**config.mk**
```make
export PLATFORM = sky130hd
export DESIGN_NAME = stb_sampler
export DESIGN_NICKNAME = d
export VERILOG_FILES = /design/src/rtl/stb_sampler.sv
export SDC_FILE = /design/constraint.sdc
export NUM_CORES = 1
export LEC_CHECK = 0
export ABC_AREA = 1
export CORE_MARGIN = 2
export CORE_UTILIZATION = 52
export CTS_BUF_LIST = sky130_fd_sc_hd__clkbuf_16
export CTS_CLUSTER_SIZE = 28
export DETAILED_ROUTE_END_ITERATION = 12
export PLACE_DENSITY = 0.8
export SYNTH_ARGS = -nofsm -noshare
export SYNTH_HDL_FRONTEND = slang
export SYNTH_SLANG_ARGS = --single-unit
```
**constraint.sdc**
```tcl
create_clock -name clk_i -period 2.5 [get_ports clk_i]
set_clock_uncertainty 0.2 [all_clocks]
set_input_delay 0.5 -clock clk_i [delete_from_list [all_inputs] [get_ports clk_i]]
set_output_delay 0.5 -clock clk_i [all_outputs]
set_load 0.02 [all_outputs]
```
**src/rtl/stb_sampler.sv**
```systemverilog
// stb_sampler: samples a comparator on each rising edge of the strobe and counts
// hits and total samples over a programmed number of strobes. A start/done
// handshake hands the result to the calibration CPU.
// Optional strobe-gap watchdog: define STB_SAMPLER_TIMEOUT_EN. Without it there is
// no gap counter, timeout_o stays 0, and a missing strobe stalls the run until
// abort_i or arst_i.
module stb_sampler #(
   parameter int unsigned CNT_WIDTH      = 16,
   parameter int unsigned SYNC_STAGES    = 2,
   parameter int unsigned TIMEOUT_WIDTH  = 24,
   parameter int unsigned TIMEOUT_CYCLES = 1000000
) (
   input  logic                 clk_i,
   input  logic                 arst_i,
   input  logic                 start_i,
   input  logic                 abort_i,
   input  logic [CNT_WIDTH-1:0] n_samples_i,
   input  logic                 stb_i,
   input  logic                 cmp_i,
   output logic                 rdy_o,
   output logic                 busy_o,
   output logic                 done_o,
   output logic [CNT_WIDTH-1:0] hit_cnt_o,
   output logic [CNT_WIDTH-1:0] total_cnt_o,
   output logic                 timeout_o
);

   typedef enum logic [1:0] {StIdle, StArm, StCount, StDone} state_e;

   // Parameter legality, caught at elaboration
   if (SYNC_STAGES < 2) begin : g_bad_sync
      $error("stb_sampler: SYNC_STAGES must be at least 2");
   end
   if (64'(TIMEOUT_CYCLES) >= (64'd1 << TIMEOUT_WIDTH)) begin : g_bad_timeout
      $error("stb_sampler: TIMEOUT_CYCLES does not fit in TIMEOUT_WIDTH");
   end

   state_e                 state_q, state_d;
   logic [SYNC_STAGES-1:0] sync_q, sync_d;
   logic                   stb_q;
   logic [CNT_WIDTH-1:0]   n_req_q, n_req_d;
   logic [CNT_WIDTH-1:0]   hit_q, hit_d;
   logic [CNT_WIDTH-1:0]   total_q, total_d;
   logic [CNT_WIDTH-1:0]   total_inc;
   logic                   timeout_q, timeout_d;
   logic                   cmp_s;
   logic                   stb_rise;
   logic                   gap_clr;
   logic                   gap_expired;

   assign cmp_s     = sync_q[SYNC_STAGES-1];
   assign stb_rise  = stb_i & ~stb_q;
   assign total_inc = total_q + CNT_WIDTH'(1);

   // Shift the asynchronous comparator through the synchroniser chain
   always_comb begin
      sync_d = {sync_q[SYNC_STAGES-2:0], cmp_i};
   end

`ifdef STB_SAMPLER_TIMEOUT_EN
   localparam logic [TIMEOUT_WIDTH-1:0] GapLast = TIMEOUT_WIDTH'(TIMEOUT_CYCLES - 1);

   logic [TIMEOUT_WIDTH-1:0] gap_q, gap_d;

   // Gap counter: cleared on entering ARM and on every strobe edge, runs in ARM/COUNT
   always_comb begin
      gap_d = gap_q;
      if (gap_clr || stb_rise) begin
         gap_d = '0;
      end else if (state_q == StArm || state_q == StCount) begin
         gap_d = gap_q + TIMEOUT_WIDTH'(1);
      end
   end

   // Expires when this cycle would be the TIMEOUT_CYCLES-th without a strobe edge
   assign gap_expired = (gap_q == GapLast) && !stb_rise;

   // Watchdog counter register
   always_ff @(posedge clk_i or posedge arst_i) begin
      if (arst_i) begin
         gap_q <= '0;
      end else begin
         gap_q <= gap_d;
      end
   end
`else
   assign gap_expired = 1'b0;
`endif

   // Next-state and result-counter logic; abort beats a strobe edge, which beats the watchdog
   always_comb begin
      state_d   = state_q;
      n_req_d   = n_req_q;
      hit_d     = hit_q;
      total_d   = total_q;
      timeout_d = timeout_q;
      gap_clr   = 1'b0;
      unique case (state_q)
         StIdle: begin
            if (start_i) begin
               hit_d     = '0;
               total_d   = '0;
               timeout_d = 1'b0;
               if (n_samples_i == '0) begin
                  state_d = StDone;
               end else begin
                  n_req_d = n_samples_i;
                  gap_clr = 1'b1;
                  state_d = StArm;
               end
            end
         end
         StArm: begin
            // A strobe already high at start must fall before it can be counted
            if (abort_i) begin
               state_d = StIdle;
            end else if (!stb_i) begin
               state_d = StCount;
            end else if (gap_expired) begin
               timeout_d = 1'b1;
               state_d   = StDone;
            end
         end
         StCount: begin
            if (abort_i) begin
               state_d = StIdle;
            end else if (stb_rise) begin
               total_d = total_inc;
               hit_d   = hit_q + CNT_WIDTH'(cmp_s);
               if (total_inc == n_req_q) begin
                  state_d = StDone;
               end
            end else if (gap_expired) begin
               timeout_d = 1'b1;
               state_d   = StDone;
            end
         end
         StDone: begin
            state_d = StIdle;
         end
         default: begin
            state_d = StIdle;
         end
      endcase
   end

   // State, strobe history, synchroniser and result registers
   always_ff @(posedge clk_i or posedge arst_i) begin
      if (arst_i) begin
         state_q   <= StIdle;
         sync_q    <= '0;
         stb_q     <= 1'b0;
         n_req_q   <= '0;
         hit_q     <= '0;
         total_q   <= '0;
         timeout_q <= 1'b0;
      end else begin
         state_q   <= state_d;
         sync_q    <= sync_d;
         stb_q     <= stb_i;
         n_req_q   <= n_req_d;
         hit_q     <= hit_d;
         total_q   <= total_d;
         timeout_q <= timeout_d;
      end
   end

   // Status and result outputs decoded from registered state
   always_comb begin
      rdy_o       = (state_q == StIdle);
      busy_o      = (state_q == StArm) || (state_q == StCount);
      done_o      = (state_q == StDone);
      hit_cnt_o   = hit_q;
      total_cnt_o = total_q;
      timeout_o   = timeout_q;
   end

endmodule

```
==> metrics.yaml, run 1 <==
status:
  status: "finished, final reports clean"
synth:
  syn_nets: 436
  synth_area_mm2: 0.00309
  netlist_instances: 407
  synth_cell_types: 36
  seq_area_frac_synth_pct: 42.9
  synth_top_area_cell: "dfrtp_1"
  avgSynthCellArea_um2: 7.60
  synth-seq-cells: 53
  ys.warnings.count: 0
  synthTopCellsByArea: "dfrtp_1 43%, nand2_1 13%, inv_1 6.8%"
  synth_top_cell_area_share_pct: 42.9
routing:
  wl_per_cell_um: 13.8
  via_count: 3040
  viasPerCell: 5.41
  ant_nets: 0
  drt_pass1_iterations: 4
  first_iter_violations: 231
  wl_um: 7770
  post-route-drc-count: 0
layout:
  area_growth_pct: 31.7
  layout-drive-gt1-share_pct: 11.9
  final_nets: 515
  diodes: 0
  fillers: 461
  fin_area_mm2: 0.00407
  fin_cells: 562
critical_path:
  r2r-start: "state_q[0]$_DFFE_PP0P_"
  end_kind: "primary output"
  setup.worst_path.start_class: "flop"
  cp_max_fo: 4
  cp_cell_sequence: "inv_1 > ha_1 > clkdlybuf4s50_1"
  crit_family: "buffers and inverters"
  critPathBufInv: 2
  cp.required_ps: 1800
  cpMaxStageDelayCell: "clkdlybuf4s50_1"
  crit_type: "reg2out"
  cp_data_arrival_time_ps: 1660
  cpPeakStageDelay_ps: 600
  startpoint: "state_q[0]$_DFFE_PP0P_"
placed_design:
  dpl_cell_area_mm2: 0.00387
  place_congestion: 0.893
  place.detailed.hpwl_um: 5850
  port_buffers: 56
  post-place-cells: 551
global_route:
  antenna_found_initial: 0
  grt_pass1_wl_um: 12600
  grt_pass1_vias: 2722
  track_usage_pct: 24.8
  grt_max_degree: 54
  overflow: 0
clocking:
  cts_made_buffers: 5
  cts_tree: "yes"
  path_clk_slew_ps: 70
  clkLatencyLatePin_ps: 290
  cts.sinks: 53
  h-tree-depth: 2
  ctsRootBufferMaster: "clkbuf_16"
  max-clock-path-buffers: 2
flow_run:
  cap_viol_max_count: 0
timing:
  setup_viol_count_final: 0
  fmax_ghz: 0.424
  min_period_ps: 2360
  drv_slew: 0
  hold_slack_ps: 151
  tightest_slew_ps: 500
  grt_setup_unrepaired: "no"
  final-hold-violation-count: 0
  maxSlewHeadroom_pct: 66.6
  finalCritPeriodShare_pct: 94.3
power_and_ir_drop:
  p_sw_mw: 1.12
  power_frac_seq_pct: 35.9
  ir_drop_v: 0.000576
  power.density_mw_per_mm2: 770
  power_leakage_nw: 1.88
  p_sw_share_pct: 35.6
  combPwrFrac_pct: 39.2
  intPower_mw: 2.02
  clkPwrFrac_pct: 24.9
floorplan:
  fp.dieH_um: 81.1
  core_area_mm2: 0.00585
  dieArea_mm2: 0.00658
  io_pins: 58
  start_util_pct: 52.9
  row_count: 28
  die_w_um: 81.1
hold_path:
  holdCritPathClass: "reg2reg"
  worstHoldStart: "sync_q[0]$_DFF_PP0_"
## power by group through the flow
stage	clock network, mW	registers (mW)	logic, mW
after floorplan	0	1.15	0.759
after global placement	0	1.13	1.17
after global routing	0.829	1.15	1.37
after detailed placement	0	1.14	1.21
final	0.780	1.13	1.23
after CTS	0.786	1.13	1.22
## per-stage QoR
stage | total power [mW] | setup slack (ps) | setup TNS (ps) | utilization, %
after floorplan | 1.91 | 350 | 0 | -
after global placement | 2.31 | 7.00 | 0 | 66.2
after detailed placement | 2.35 | -37.2 | -95.9 | 66.2
after CTS | 3.13 | 42.5 | 0 | 69.1
after global routing | 3.34 | 22.4 | 0 | 69.6
final | 3.14 | 142 | 0 | 69.6
## registers in the layout, indices dropped and copies added, names as in the netlist
signal,cells
state_q,2
hit_cnt_o,16
stb_q,1
sync_q,2
total_cnt_o,16
n_req_q,16
## cell usage after synthesis (all sizes together)
| cell | n |
|---|---|
| o221a | 1 |
| nand2 | 110 |
| nand3b | 1 |
| dfrtp | 53 |
| nor3b | 2 |
| ha | 7 |
| a31o | 1 |
| nor4 | 4 |
| a21oi | 25 |
| mux2 | 3 |
| o22ai | 12 |
| buf | 5 |
| clkbuf | 3 |
| inv | 58 |
| o21ai | 17 |
| nand3 | 32 |
| conb | 1 |
| nor2 | 45 |
| nand4 | 11 |
| o21a | 1 |
| xor2 | 4 |
| a31oi | 1 |
| nor3 | 6 |
| clkinv | 1 |
| xnor3 | 2 |
| and2 | 1 |
## cell type report
type                    count  area [um2]  share of cell area (%)
repair buffers             79         748                    18.4
well taps                  75        93.8                    2.30
inverters                  59         221                    5.44
flip-flops and latches     53        1330                    32.6
clock inverters             3        42.5                    1.04
clock buffers               5         125                    3.07
multi-input cells         288        1520                    37.2
## cells in the final DEF (no fill, tap or decap), types with 2 or more instances in the layout
cell type,n
o22ai_1,12
buf_4,22
mux2_2,3
o21ai_0,14
nand2_2,6
o21ai_1,3
a21oi_1,25
nor3_4,2
nor3_1,2
nor2_1,37
ha_1,6
inv_2,3
dfrtp_1,53
nand3_1,32
clkdlybuf4s50_1,55
nor4_1,4
nand2_1,104
nand4_1,11
xnor3_1,2
nor3_2,2
clkbuf_16,5
nor3b_1,2
inv_1,56
nor2_4,4
xor2_1,4
nor2_2,5
## worst paths after layout
kind | cells after the start | slack, ps | to
max in group asynchronous | 3 | 1480 | n_req_q[4]$_DFFE_PP0P_
min reg2reg | 0 | 150 | sync_q[1]$_DFF_PP0_
max reg2reg | 12 | 190 | hit_cnt_o[15]$_DFFE_PP0P_
max | 3 | 140 | busy_o
min | 0 | 150 | sync_q[1]$_DFF_PP0_
min in group asynchronous | 3 | 380 | hit_cnt_o[15]$_DFFE_PP0P_
## what timing repair did
item                       in CTS  in global routing
setup endpoints to repair       0                  3
buffers inserted                0                  2
hold buffers                    0                  0
resized for setup               0                  3
hold endpoints to repair        0                  0
## routing by layer
metal,track usage [%],vias up,wire (um)
li1,-,1482,-
met1,33.8,1452,3310
met2,41.2,97,3930
met3,4.33,9,428
met4,5.93,0,100
met5,0,-,0
## kinds of logic after synthesis
family	count (synthesis)	synth area share, %
simple gates	212	31.6
buf+inv	67	8.58
compound gates	58	10.3
flops	53	42.9
fa+ha+maj	7	2.83
xor+xnor	6	2.59
mux	3	1.09
other cells	1	0.121
Note: power is estimated with default switching activity, not from simulation.
==> inputs of run 2 (changes only) <==
- CTS_CLUSTER_SIZE: 28 -> unset
==> results of run 2 <==
Final layout, timing and power as in run 1 (identical DEF).
==> inputs of run 3 (changes only) <==
- CELL_PAD_IN_SITES_DETAIL_PLACEMENT: unset -> 1
- CELL_PAD_IN_SITES_GLOBAL_PLACEMENT: unset -> 2
- CORE_UTILIZATION: 52 -> 30
- PLACE_DENSITY: 0.8 -> unset
- PLACE_DENSITY_LB_ADDON: unset -> 0.1
==> metrics.yaml, run 3 (synthesized netlist as in run 1, its figures left out) <==
routing:
  ant_nets: 0  # unchanged
  viasPerCell: 4.74  # -12%
  via_count: 3006  # -1.1%
  post-route-drc-count: 0  # unchanged
  wl_um: 9470  # +22%
  first_iter_violations: 116  # -50%
  drt_pass1_iterations: 4  # unchanged
  wl_per_cell_um: 14.9  # +8.1%
critical_path:
  crit_family: "buffers and inverters"
  critPathBufInv: 2  # unchanged
  ff2ff_path_depth: 14  # +2
  end_kind: "primary output"
  cp_data_arrival_time_ps: 1640  # -20 ps
  setup.worst_path.start_class: "flop"
  crit_type: "reg2out"
  cp_cell_sequence: "inv_2 > ha_4 > clkdlybuf4s50_1"
  cp.required_ps: 1800  # about the same
  cpMaxStageDelayCell: "clkdlybuf4s50_1"
  cp_max_fo: 4  # unchanged
  reg2reg_slack_ps: 240  # +50 ps
  crit_cells: 3  # unchanged
  cpPeakStageDelay_ps: 590  # about the same
global_route:
  grt_max_degree: 54  # unchanged
  grt_pass1_vias: 3139  # +15%
  grt_pass1_wl_um: 16000  # +27%
  overflow: 0  # unchanged
  antenna_found_initial: 0  # unchanged
  track_usage_pct: 18.0  # -6.7 points
clocking:
  ctsRootBufferMaster: "clkbuf_16"
  cts_made_buffers: 5  # unchanged
  cts_tree: "yes"
  cts.sinks: 53  # unchanged
  max-clock-path-buffers: 2  # unchanged
  clkLatencyLatePin_ps: 290  # about the same
  h-tree-depth: 2  # unchanged
  path_clk_slew_ps: 70  # about the same
floorplan:
  fp.dieH_um: 106  # +30%
  dieArea_mm2: 0.0111  # +69%
  die_w_um: 106  # +30%
  core_area_mm2: 0.0102  # +74%
  row_count: 37  # +32%
  io_pins: 58  # unchanged
  start_util_pct: 30.4  # -22 points
timing:
  finalSetupTns_ps: 0  # unchanged
  setup_viol_count_final: 0  # unchanged
  fmax_ghz: 0.427  # +0.66%
  min_period_ps: 2340  # -15.5 ps
  drv_slew: 0  # unchanged
  final-hold-violation-count: 0  # unchanged
  finalCritPeriodShare_pct: 93.7  # -0.62 points
  grt_setup_unrepaired: "no"
layout:
  final_nets: 527  # +2.3%
  area_growth_pct: 39.3
  final_common_cell: "nand2_1"
  fin_area_mm2: 0.00431  # +5.8%
  layout_common_cells: "102 x nand2_1, 56 x clkdlybuf4s50_1, 53 x inv_1, 52 x dfrtp_1, 35 x nor2_1"
  layout-drive-gt1-share_pct: 15.9  # +4.0 points
  diodes: 0  # unchanged
hold_path:
  hold_path_depth: 0  # unchanged
  holdCritPathClass: "reg2reg"
flow_run:
  cap_viol_max_count: 0  # unchanged
placed_design:
  place_congestion: 0.784  # -12%
  port_buffers: 56  # unchanged
  place.detailed.hpwl_um: 7170  # +23%
  dpl_cell_area_mm2: 0.00406  # +4.7%
power_and_ir_drop:
  power_leakage_nw: 1.94  # +3.4%
  power.density_mw_per_mm2: 750  # -2.6%
  ir_drop_v: 0.000525  # -8.8%
status:
  status: "finished, final reports clean"
[run 3: cell type report]
cell class	count	area, um2
Fill cell	1268	5880
Timing Repair Buffer	92	888
Clock buffer	5	125
Tap cell	136	170
Clock inverter	2	11.3
Multi-Input combinational cell	287	1570
Sequential cell	53	1330
Inverter	59	221
[run 3: worst paths after layout]
| kind | start | to |
|---|---|---|
| min in group asynchronous | arst_i | total_cnt_o[10]$_DFFE_PP0P_ |
| worst min register to register | sync_q[0]$_DFF_PP0_ | sync_q[1]$_DFF_PP0_ |
| worst max-delay path | state_q[1]$_DFFE_PP0P_ | busy_o |
| worst max register to register | state_q[0]$_DFFE_PP0P_ | hit_cnt_o[14]$_DFFE_PP0P_ |
| max in group asynchronous | arst_i | state_q[1]$_DFFE_PP0P_ |
| worst min-delay path | sync_q[0]$_DFF_PP0_ | sync_q[1]$_DFF_PP0_ |
[run 3: what timing repair did]
action | 4_1_cts | 5_1_grt
setup endpoints to repair | 0 | 5
hold buffers | 0 | 0
setup buffers | 0 | 4
gates resized for setup | 0 | 18
[run 3: layer usage]
metal,global-route usage (%),vias to the layer above,share of wire (%)
li1,-,1505,-
met1,24.0,1456,47
met2,31.3,40,49
met3,2.60,5,2.4
met4,3.76,0,0.82
met5,0,-,0
[run 3: where the power goes]
group | internal, mW | switching [mW] | leakage (nW) | total (mW)
clock | 0.364 | 0.326 | 0.0633 | 0.689
sequential | 1.02 | 0.109 | 0.680 | 1.13
combinational | 0.625 | 0.786 | 1.20 | 1.41
total | 2.01 | 1.22 | 1.94 | 3.23
[run 3: through the flow]
step                std cells  utilization, %  power [mW]  setup slack (ps)  hold slack, ps
floorplan                 407               -        1.91               350             131
global placement          623            39.8        2.48              -143             134
detailed placement        623            39.8        2.50             -86.1             139
CTS                       630            41.2        3.21              80.6             156
global route              634            42.3        3.49              11.2             161
finish                    634            42.3        3.23               158             154
